[config.mk]
export PLATFORM = sky130hd
export DESIGN_NAME = ex_simd_div
export DESIGN_NICKNAME = d
export VERILOG_FILES = /design/src/rtl/ex_simd_div.sv
export SDC_FILE = /design/constraint.sdc
export NUM_CORES = 1
export LEC_CHECK = 0
export CAP_MARGIN = 20
export CELL_PAD_IN_SITES_DETAIL_PLACEMENT = 1
export CELL_PAD_IN_SITES_GLOBAL_PLACEMENT = 2
export CORE_ASPECT_RATIO = 1.1
export CORE_MARGIN = 2
export CORE_UTILIZATION = 38
export DETAILED_ROUTE_END_ITERATION = 8
export PLACE_DENSITY = 0.88
export RECOVER_POWER = 25
export SETUP_SLACK_MARGIN = 0.02
export SLEW_MARGIN = 5
export SYNTH_ARGS = -nofsm -noshare
export SYNTH_HDL_FRONTEND = slang
export SYNTH_SLANG_ARGS = --single-unit
[constraint.sdc]
create_clock -name clk -period 21 [get_ports clk]
set_input_delay 3.15 -clock clk [delete_from_list [all_inputs] [get_ports clk]]
set_output_delay 3.15 -clock clk [all_outputs]
set_load 0.005 [all_outputs]
[src/rtl/ex_simd_div.sv]
`default_nettype none
// ============================================================================
// Module      : ex_simd_div
// Description : Iterative restoring divider for DIV/DIVU/REM/REMU, with LANES
//               lock-step W-bit lanes and a one-cycle divide-by-zero/overflow path.
// Revision    : 1.0  initial release
// ============================================================================
module ex_simd_div #(
    parameter int W     = 32,
    parameter int LANES = 2,
    parameter int CNT_W = $clog2(W + 1)
) (
    input  logic                 clk,
    input  logic                 rst,
    input  logic                 flush,
    input  logic                 in_valid,
    input  logic [1:0]           op,
    input  logic                 simd_en,
    input  logic [LANES*W-1:0]   s1,
    input  logic [LANES*W-1:0]   s2,
    output logic                 busy,
    output logic                 out_ready,
    output logic [LANES*W-1:0]   result,
    output logic [LANES-1:0]     dz_flag
);

    typedef enum logic [1:0] {
        S_IDLE = 2'd0,
        S_BUSY = 2'd1,
        S_DONE = 2'd2
    } state_t;

    state_t           r_state;
    logic [CNT_W-1:0] r_cnt;
    logic             r_busy;
    logic             r_rem_sel;
    logic             r_simd;

    logic             w_accept;
    logic             w_fast;
    logic             w_step;
    logic             w_last;
    logic [LANES-1:0] w_active_in;
    logic [LANES-1:0] w_special;

    assign w_accept  = (r_state == S_IDLE) && in_valid && !flush;
    // Lanes that are inactive never hold the request on the slow path.
    assign w_fast    = &(w_special | ~w_active_in);
    assign w_step    = (r_state == S_BUSY) && !flush;
    assign w_last    = w_step && (r_cnt == CNT_W'(1));
    assign busy      = r_busy;
    assign out_ready = (r_state == S_DONE) && !flush;

    always_ff @(posedge clk or posedge rst) begin
        if (rst) begin
            r_state   <= S_IDLE;
            r_cnt     <= '0;
            r_busy    <= 1'b0;
            r_rem_sel <= 1'b0;
            r_simd    <= 1'b0;
        end else begin
            case (r_state)
                S_IDLE: begin
                    if (w_accept) begin
                        r_rem_sel <= op[1];
                        r_simd    <= simd_en;
                        r_busy    <= 1'b1;
                        if (w_fast) begin
                            r_state <= S_DONE;
                            r_cnt   <= '0;
                        end else begin
                            r_state <= S_BUSY;
                            r_cnt   <= CNT_W'(W);
                        end
                    end
                end
                S_BUSY: begin
                    if (flush) begin
                        r_state <= S_IDLE;
                        r_cnt   <= '0;
                        r_busy  <= 1'b0;
                    end else begin
                        r_cnt <= r_cnt - CNT_W'(1);
                        if (r_cnt == CNT_W'(1)) begin
                            r_state <= S_DONE;
                        end
                    end
                end
                S_DONE: begin
                    r_state <= S_IDLE;
                    r_busy  <= 1'b0;
                end
                default: begin
                    r_state <= S_IDLE;
                    r_cnt   <= '0;
                    r_busy  <= 1'b0;
                end
            endcase
        end
    end

    for (genvar i = 0; i < LANES; i++) begin : g_lane
        localparam bit c_lane0 = (i == 0);

        logic [W-1:0] w_a;
        logic [W-1:0] w_b;
        logic         w_signed;
        logic         w_neg_a;
        logic         w_neg_b;
        logic [W-1:0] w_a_abs;
        logic [W-1:0] w_b_abs;
        logic         w_dz;
        logic         w_ovf;
        logic [W-1:0] w_fast_res;
        logic [W:0]   w_rem_sh;
        logic [W:0]   w_diff;
        logic [W-1:0] w_quo_nx;
        logic [W-1:0] w_rem_nx;
        logic [W-1:0] w_q_fin;
        logic [W-1:0] w_r_fin;
        logic         w_act;

        logic [W-1:0] r_quo;
        logic [W-1:0] r_rem;
        logic [W-1:0] r_dvs;
        logic         r_q_neg;
        logic         r_r_neg;
        logic         r_dz;
        logic [W-1:0] r_res;
        logic         r_dzf;

        assign w_a      = s1[i*W +: W];
        assign w_b      = s2[i*W +: W];
        assign w_signed = ~op[0];
        assign w_neg_a  = w_signed & w_a[W-1];
        assign w_neg_b  = w_signed & w_b[W-1];
        assign w_a_abs  = w_neg_a ? -w_a : w_a;
        assign w_b_abs  = w_neg_b ? -w_b : w_b;
        assign w_dz     = (w_b == '0);
        assign w_ovf    = w_signed && (w_a == {1'b1, {(W-1){1'b0}}}) && (w_b == '1);

        assign w_active_in[i] = c_lane0 | simd_en;
        assign w_special[i]   = w_dz | w_ovf;

        // Only dz or overflow lanes reach the fast path, so two cases suffice.
        assign w_fast_res = op[1] ? (w_dz ? w_a : '0) : (w_dz ? '1 : w_a);

        // Restoring step: the dividend shifts out of r_quo into the partial remainder.
        assign w_rem_sh = {r_rem, r_quo[W-1]};
        assign w_diff   = w_rem_sh - {1'b0, r_dvs};
        assign w_quo_nx = {r_quo[W-2:0], ~w_diff[W]};
        assign w_rem_nx = w_diff[W] ? w_rem_sh[W-1:0] : w_diff[W-1:0];

        // With a zero divisor the remainder path already reproduces the dividend.
        assign w_q_fin = r_dz ? '1 : (r_q_neg ? -w_quo_nx : w_quo_nx);
        assign w_r_fin = r_r_neg ? -w_rem_nx : w_rem_nx;
        assign w_act   = c_lane0 | r_simd;

        always_ff @(posedge clk or posedge rst) begin
            if (rst) begin
                r_quo   <= '0;
                r_rem   <= '0;
                r_dvs   <= '0;
                r_q_neg <= 1'b0;
                r_r_neg <= 1'b0;
                r_dz    <= 1'b0;
                r_res   <= '0;
                r_dzf   <= 1'b0;
            end else if (w_accept) begin
                r_quo   <= w_a_abs;
                r_rem   <= '0;
                r_dvs   <= w_b_abs;
                r_q_neg <= w_neg_a ^ w_neg_b;
                r_r_neg <= w_neg_a;
                r_dz    <= w_dz & w_active_in[i];
                if (w_fast) begin
                    r_res <= w_active_in[i] ? w_fast_res : '0;
                    r_dzf <= w_dz & w_active_in[i];
                end
            end else if (w_step && w_act) begin
                r_quo <= w_quo_nx;
                r_rem <= w_rem_nx;
                if (w_last) begin
                    r_res <= r_rem_sel ? w_r_fin : w_q_fin;
                    r_dzf <= r_dz;
                end
            end else if (w_last) begin
                r_res <= '0;
                r_dzf <= 1'b0;
            end
        end

        assign result[i*W +: W] = r_res;
        assign dz_flag[i]       = r_dzf;
    end

endmodule
`default_nettype wire

==> out/results.txt, run 1 <==
DRT Wirelength: 93.9 mm
Worst path depth: 13
vias in the first global route: 25.5k
Slowest Stage Delay on Critical Path: 710 ps
final setup margin: 13020 ps
VDD IR max: 52.9 uV
Syn Area/Cell: 7.79 sq um
detailed placer's ending HPWL: 69.8 mm
slowest CP cell: nor4_2
crit path buf inv count: 3
die width: 241 um
Hold Buf Count CTS: 0
max-cap check violation count: 2
final hold vios: 0
#FFs+latches synth: 275
sequential area share after synthesis: 29.3%
origin of the critical flop-to-flop path: g_lane[1].r_quo[31]
CTS tree: yes
post-synth cell types: 104
Starting Density: 38.5%
Post-Place Cells: 3892
Period minus WS final: 7980 ps
Warnings, synthesis: 0
share of cells above drive strength 1: 5.52%
starting DRC count in detailed routing: 1481
Root Driver: clkbuf_16
Worst setup endpoint: g_lane[1].r_res[26]
Layout Cells excl Fill: 3961
IO buf count: 202
CP Capture Type: flip-flop
r2r endpoint: g_lane[1].r_res[30]
post-CTS sizing: 0
final setup vio count: 0
Die H: 265 um
wire length per cell: 23.7 um
fmax: 0.125 GHz
top cells by area, synth: dfrtp_1 (29%), o21ai_0 (7.5%), xor2_1 (5.5%)
outcome: finished with violations
fin nets: 3322
via count: 24.2k
Setup CP Type: in -> reg
Worst Reg2Reg Path Length in Cells: 22
crit path from: s1[55]
Arr. time, crit path: 8470 ps
Post-CTS Setup Bufs: 0
Synth Flop Type: dfrtp_1
Setup TNS: 0 ps
skew final: 24.6 ps
DRC viols: 0
Rows: 95
top cell type's share of synthesized area: 29.3%
synthesized cell area: 23500 sq um
type of the tightest min-delay check: reg -> reg
ys async rst share: 100%
Max Transition Viols Final: 159
Die ar.: 63800 sq um
Fin Hold WS: 454 ps
failing checks: max-capacitance violations, max-slew violations
worst slack at placement: 12530 ps
Clk pin slew, worst setup/hold paths: 60 ps
Leakage: 11.1 nW
worst-margin pin slew: 5580 ps
H-Tree Depth: 2
global placement routability congestion: 0.916
crit start category: input pin
net count after synthesis: 3230
Worst path top cell family by delay: simple AND/OR/NAND/NOR gates
initial antenna violation count: 1
Bufs on Longest Clock Path: 3
Syn Inst Count: 3017
CTS sink cnt: 275
Avg Vias per Cell: 6.10
# IOs: 203
EDFF count, synth: 0
CTS buffer count: 38
worst min-delay path startpoint: r_state[1]
pwr/cell area: 82.9 nW/um^2
Layout area overhead: 16.8%
CP max FO: 61
Critical Path RT: 21490 ps
Tot GR Track Use: 29.4%
RSZ-0062 raised after global routing: no
Slew HR: -274%
GR Overflow Total: 0
Synth area leader: dfrtp_1
Reg2Reg Setup Slack: 14340 ps
First-pass DRT Iterations: 5
antenna viol nets, final: 0
Worst path most repeated cell: nor3_1
first-pass GRT wire length: 147 mm
crit-path cells: clkdlybuf4s50_1 > or4_1 > nor4_2 > nand4_1 > nor3_1 > o211ai_1 > and2_4 > inv_2 > buf_4 > nor2_1 > a21oi_1 > and4b_1 > nor3_1
clock latency on the worst-skew pair: 580 ps
maximum number of pins on one net before global-route repair: 166
final worst path period share: 38.0%
area of the core: 61100 sq um
[how the worst min path moves through the flow]
| stage | endpoint | slack (ps) | cells past startpoint |
|---|---|---|---|
| 6_report | busy | 450 | 1 |
| 5_1_grt | busy | 490 | 1 |
| 4_1_cts | busy | 450 | 1 |
| 3_5_place_dp | busy | 450 | 1 |
| 3_3_place_gp | busy | 430 | 1 |
| 2_1_floorplan | busy | 420 | 1 |
[where the power goes]
| part | internal [W] | switching, W | leakage (nW) | total (W) |
|---|---|---|---|---|
| clock | 0.000425 | 0.000274 | 0.653 | 0.000699 |
| sequential | 0.000634 | 0.000118 | 3.58 | 0.000752 |
| combinational | 0.000330 | 0.000495 | 6.85 | 0.000824 |
| total | 0.00139 | 0.000887 | 11.1 | 0.00228 |
[layout by cell type, fill, tap and decap left out, types with 47 or more instances in the layout]
| cell type | netlist | layout |
|---|---|---|
| xnor2_1 | 108 | 108 |
| inv_1 | 116 | 115 |
| xor2_1 | 147 | 147 |
| a31oi_1 | 47 | 47 |
| a22oi_1 | 64 | 64 |
| o21ai_0 | 353 | 352 |
| nand3_1 | 90 | 90 |
| o31ai_1 | 62 | 62 |
| mux2i_1 | 64 | 64 |
| nand2_1 | 305 | 303 |
| nor2_1 | 229 | 224 |
| a21oi_1 | 207 | 206 |
| ha_1 | 76 | 76 |
| dfrtp_1 | 275 | 274 |
| nor3_1 | 102 | 102 |
| clkdlybuf4s50_1 | 0 | 160 |
[cell families (layout without fill, tap and decap cells)]
kind of cell / count (synthesis) / after routing / synth area share, %
compound gates: 1030 / 1030 / 27.9
mux: 72 / 72 / 3.11
simple gates: 1006 / 1006 / 20.8
buf+inv: 300 / 419 / 5.14
fa+ha+maj: 78 / 78 / 4.22
flops: 275 / 275 / 29.3
xor+xnor: 256 / 256 / 9.58
other cells: 0 / 1 / 0
[flip-flops by register name, summed over array words and instances (netlist names)]
name	cells
g_lane.r_q_neg	2
g_lane.r_dz	2
g_lane.r_res	64
r_state	2
g_lane.r_rem	64
g_lane.w_act	1
r_cnt	6
g_lane.r_quo	64
g_lane.r_dzf	2
r_rem_sel	1
g_lane.r_dvs	64
busy	1
g_lane.r_r_neg	2
[Yosys cell counts, drive strengths merged, types with 64 or more instances]
cell type,instances
xor2,148
mux2i,64
xnor2,108
nand2,305
ha,76
o21ai,365
nor3,102
clkbuf,127
nor2,230
inv,118
nand3,91
a22oi,64
dfrtp,275
a21oi,210
[final cells by class]
class,instances,area [sq um]
repair buffers,233,2280
multi-input cells,2442,15500
fillers,7429,33700
diodes,1,2.50
well taps,824,1030
clock buffers,54,1130
inverters,119,448
flip-flops and latches,275,6880
clock inverters,13,186
[metrics by stage]
step	total power (W)	cell area (sq um)	utilization, %
after floorplan	0.00125	23500	-
after global placement	0.00156	26100	42.7
after detailed placement	0.00158	26100	42.7
after CTS	0.00230	27400	44.9
after global routing	0.00241	27400	44.9
final	0.00228	27400	44.9
[routing by layer]
layer,vias up,routed length (um),global-route usage [%]
met5,-,0,0
met2,579,48800,54.0
met1,12100,36800,33.6
met4,0,5310,15.1
li1,11300,-,-
met3,218,3050,2.70
Note: power is estimated with default switching activity, not from simulation.
==> run 2, diff against run 1 <==
- CORE_UTILIZATION: 38 -> 35
- PLACE_DENSITY: 0.88 -> 0.82
- clock period: 21 -> 7.4 ns (I/O delays scaled with it)
==> run 2 against run 1 <==
Compared with the run above:
- the run still ends with max-capacitance violations, max-slew violations left
- die area rose by 8.4%
- clock-buffer cell count decreased by 5
- register-to-register slack got worse by 13000 ps
- core utilization down 3.5 points
- non-clock buffer count up 8
- wire length up 3.4%
- sequential power rose to 2.8 times the previous value
- sequential cell count did not move
- first-iteration DRC count decreased by 5.9%
- clock power grew to 2.8 times the previous value
- largest cell class unchanged
- largest power group unchanged
==> out/results.txt, run 2 (synthesis gave the netlist of run 1 again) <==
clock power share: 30.3%
Post-CTS Setup Bufs: 0
Bufs on Longest Clock Path: 3
Worst Reg2Reg Path Length in Cells: 19
fin nets: 3330
final setup margin: 1370 ps
Clk pin slew, worst setup/hold paths: 60 ps
most frequent cells in the layout: o21ai_0 (353), nand2_1 (303), dfrtp_1 (274)
starting DRC count in detailed routing: 1393
Critical Path RT: 7870 ps
Hold Buf Count CTS: 0
final hold vios: 0
global placement routability congestion: 0.922
skew final: 16.9 ps
Max Transition Viols Final: 159
Avg Vias per Cell: 6.07
detailed placer's ending HPWL: 73.0 mm
die width: 251 um
# IOs: 203
First-pass DRT Iterations: 5
grt met2 use: 52.9%
r2r endpoint: g_lane[0].r_res[30]
CP Capture Type: flip-flop
H-Tree Depth: 2
post-CTS sizing: 0
fmax: 0.166 GHz
outcome: finished with violations
Setup TNS: 0 ps
sequential share of power: 32.8%
Slew HR: -130%
final setup vio count: 0
wire length per cell: 24.3 um
CTS sink cnt: 275
Leakage: 11.0 nW
Tot GR Track Use: 27.7%
GR Overflow Total: 0
VDD IR max: 145 uV
RSZ-0062 raised after global routing: no
n_diodes: 0
Placement Cell Area: 26200 sq um
Layout Cells excl Fill: 4001
grt met1 use: 30.3%
IO buf count: 202
Worst setup endpoint: g_lane[0].r_res[30]
pwr/cell area: 236 nW/um^2
DRT Wirelength: 97.1 mm
Rows: 99
CTS buffer count: 38
area of the core: 66400 sq um
Int Pwr: 0.00395 W
failing checks: max-capacitance violations, max-slew violations
origin of the critical flop-to-flop path: g_lane[0].r_quo[31]
DRC viols: 0
clock latency on the worst-skew pair: 580 ps
Layout area overhead: 17.1%
Root Driver: clkbuf_16
worst-margin pin slew: 3440 ps
maximum number of pins on one net before global-route repair: 129
CTS tree: yes
via count: 24.3k
share of cells above drive strength 1: 5.76%
Reg2Reg Setup Slack: 1370 ps
antenna viol nets, final: 0
Post-Place Cells: 3934
Arr. time, crit path: 6500 ps
final worst path period share: 81.5%
sw frac: 39.1%
NetSw: 0.00254 W
Logic pwr share: 37.0%
CP max FO: 21
fin area: 27500 sq um
most common cell after layout, fill and taps aside: o21ai_0
max-cap check violation count: 2
Die ar.: 69200 sq um
Period minus WS final: 6030 ps
total power: 0.00649 W
Setup CP Type: reg -> reg
initial antenna violation count: 3
grt met3 use: 3.20%
first-pass GRT wire length: 151 mm
Starting Density: 35.4%
crit start category: flip-flop
Die H: 276 um
vias in the first global route: 25.7k
type of the tightest min-delay check: reg -> reg
peak-usage layer in the global routing report: met2
worst slack at placement: 1230 ps
crit path from: g_lane[0].r_quo[31]
[run 2: cell count changes in the layout (fill, tap and decap cells not counted), sizes merged]
cell / previous run / this run
clkbuf: 55 / 50
clkinv: 7 / 13
buf: 30 / 38
dlygate4sd3: 42 / 2
diode: 1 / 0
clkdlybuf4s50: 160 / 200
inv: 119 / 117
[run 2: metal layers]
layer	part of all wire, %	vias up
met2	54	517
met3	3.4	211
li1	-	11300
met1	38	12300
met4	5.1	6
met5	0.036	-
[run 2: critical path: stages, from the launching register on]
cell and delay (ps):
dfrtp_1 380, inv_1 90, ha_1 220, fa_1 430, nand2b_1 240, a21o_1 210
a21o_1 240, o21ai_2 270, o21a_2 240, xor2_4 670, nand2_1 110, o21ai_0 200
ha_1 280, nand2_1 90, a2111oi_0 610, mux2i_1 430, a211oi_2 490, nor4b_1 330
mux2i_1 130, a31o_1 230
[run 2: area by class of cell]
class                           count  area [sq um]
Clock inverter                     17           199
Timing Repair Buffer              241          2360
Sequential cell                   275          6880
Inverter                          119           448
Multi-Input combinational cell   2442         15500
Clock buffer                       49          1110
Tap cell                          858          1070
Fill cell                        7998         38900
[run 2: worst min path at each step]
stage | start | endpoint | slack, ps | cells after the start
after floorplan | r_state[1] | busy | 420 | 1
after global placement | r_state[1] | busy | 430 | 1
after detailed placement | r_state[1] | busy | 440 | 1
after CTS | r_state[1] | busy | 450 | 1
after global routing | r_state[1] | busy | 480 | 1
final | r_state[1] | busy | 450 | 1
[run 2: through the flow]
step / util, % / hold slack, ps
finish: 41.4 / 447
global route: 41.4 / 480
detailed placement: 39.5 / 440
global placement: 39.5 / 427
CTS: 41.4 / 445
floorplan: - / 418
[run 2: power groups by stage]
| stage | clock, W | sequential, W | combinational (W) |
|---|---|---|---|
| 6_report | 0.00197 | 0.00213 | 0.00240 |
| 5_1_grt | 0.00207 | 0.00217 | 0.00265 |
| 4_1_cts | 0.00200 | 0.00213 | 0.00239 |
| 3_5_place_dp | 0 | 0.00215 | 0.00238 |
| 3_3_place_gp | 0 | 0.00214 | 0.00231 |
| 2_1_floorplan | 0 | 0.00203 | 0.00152 |
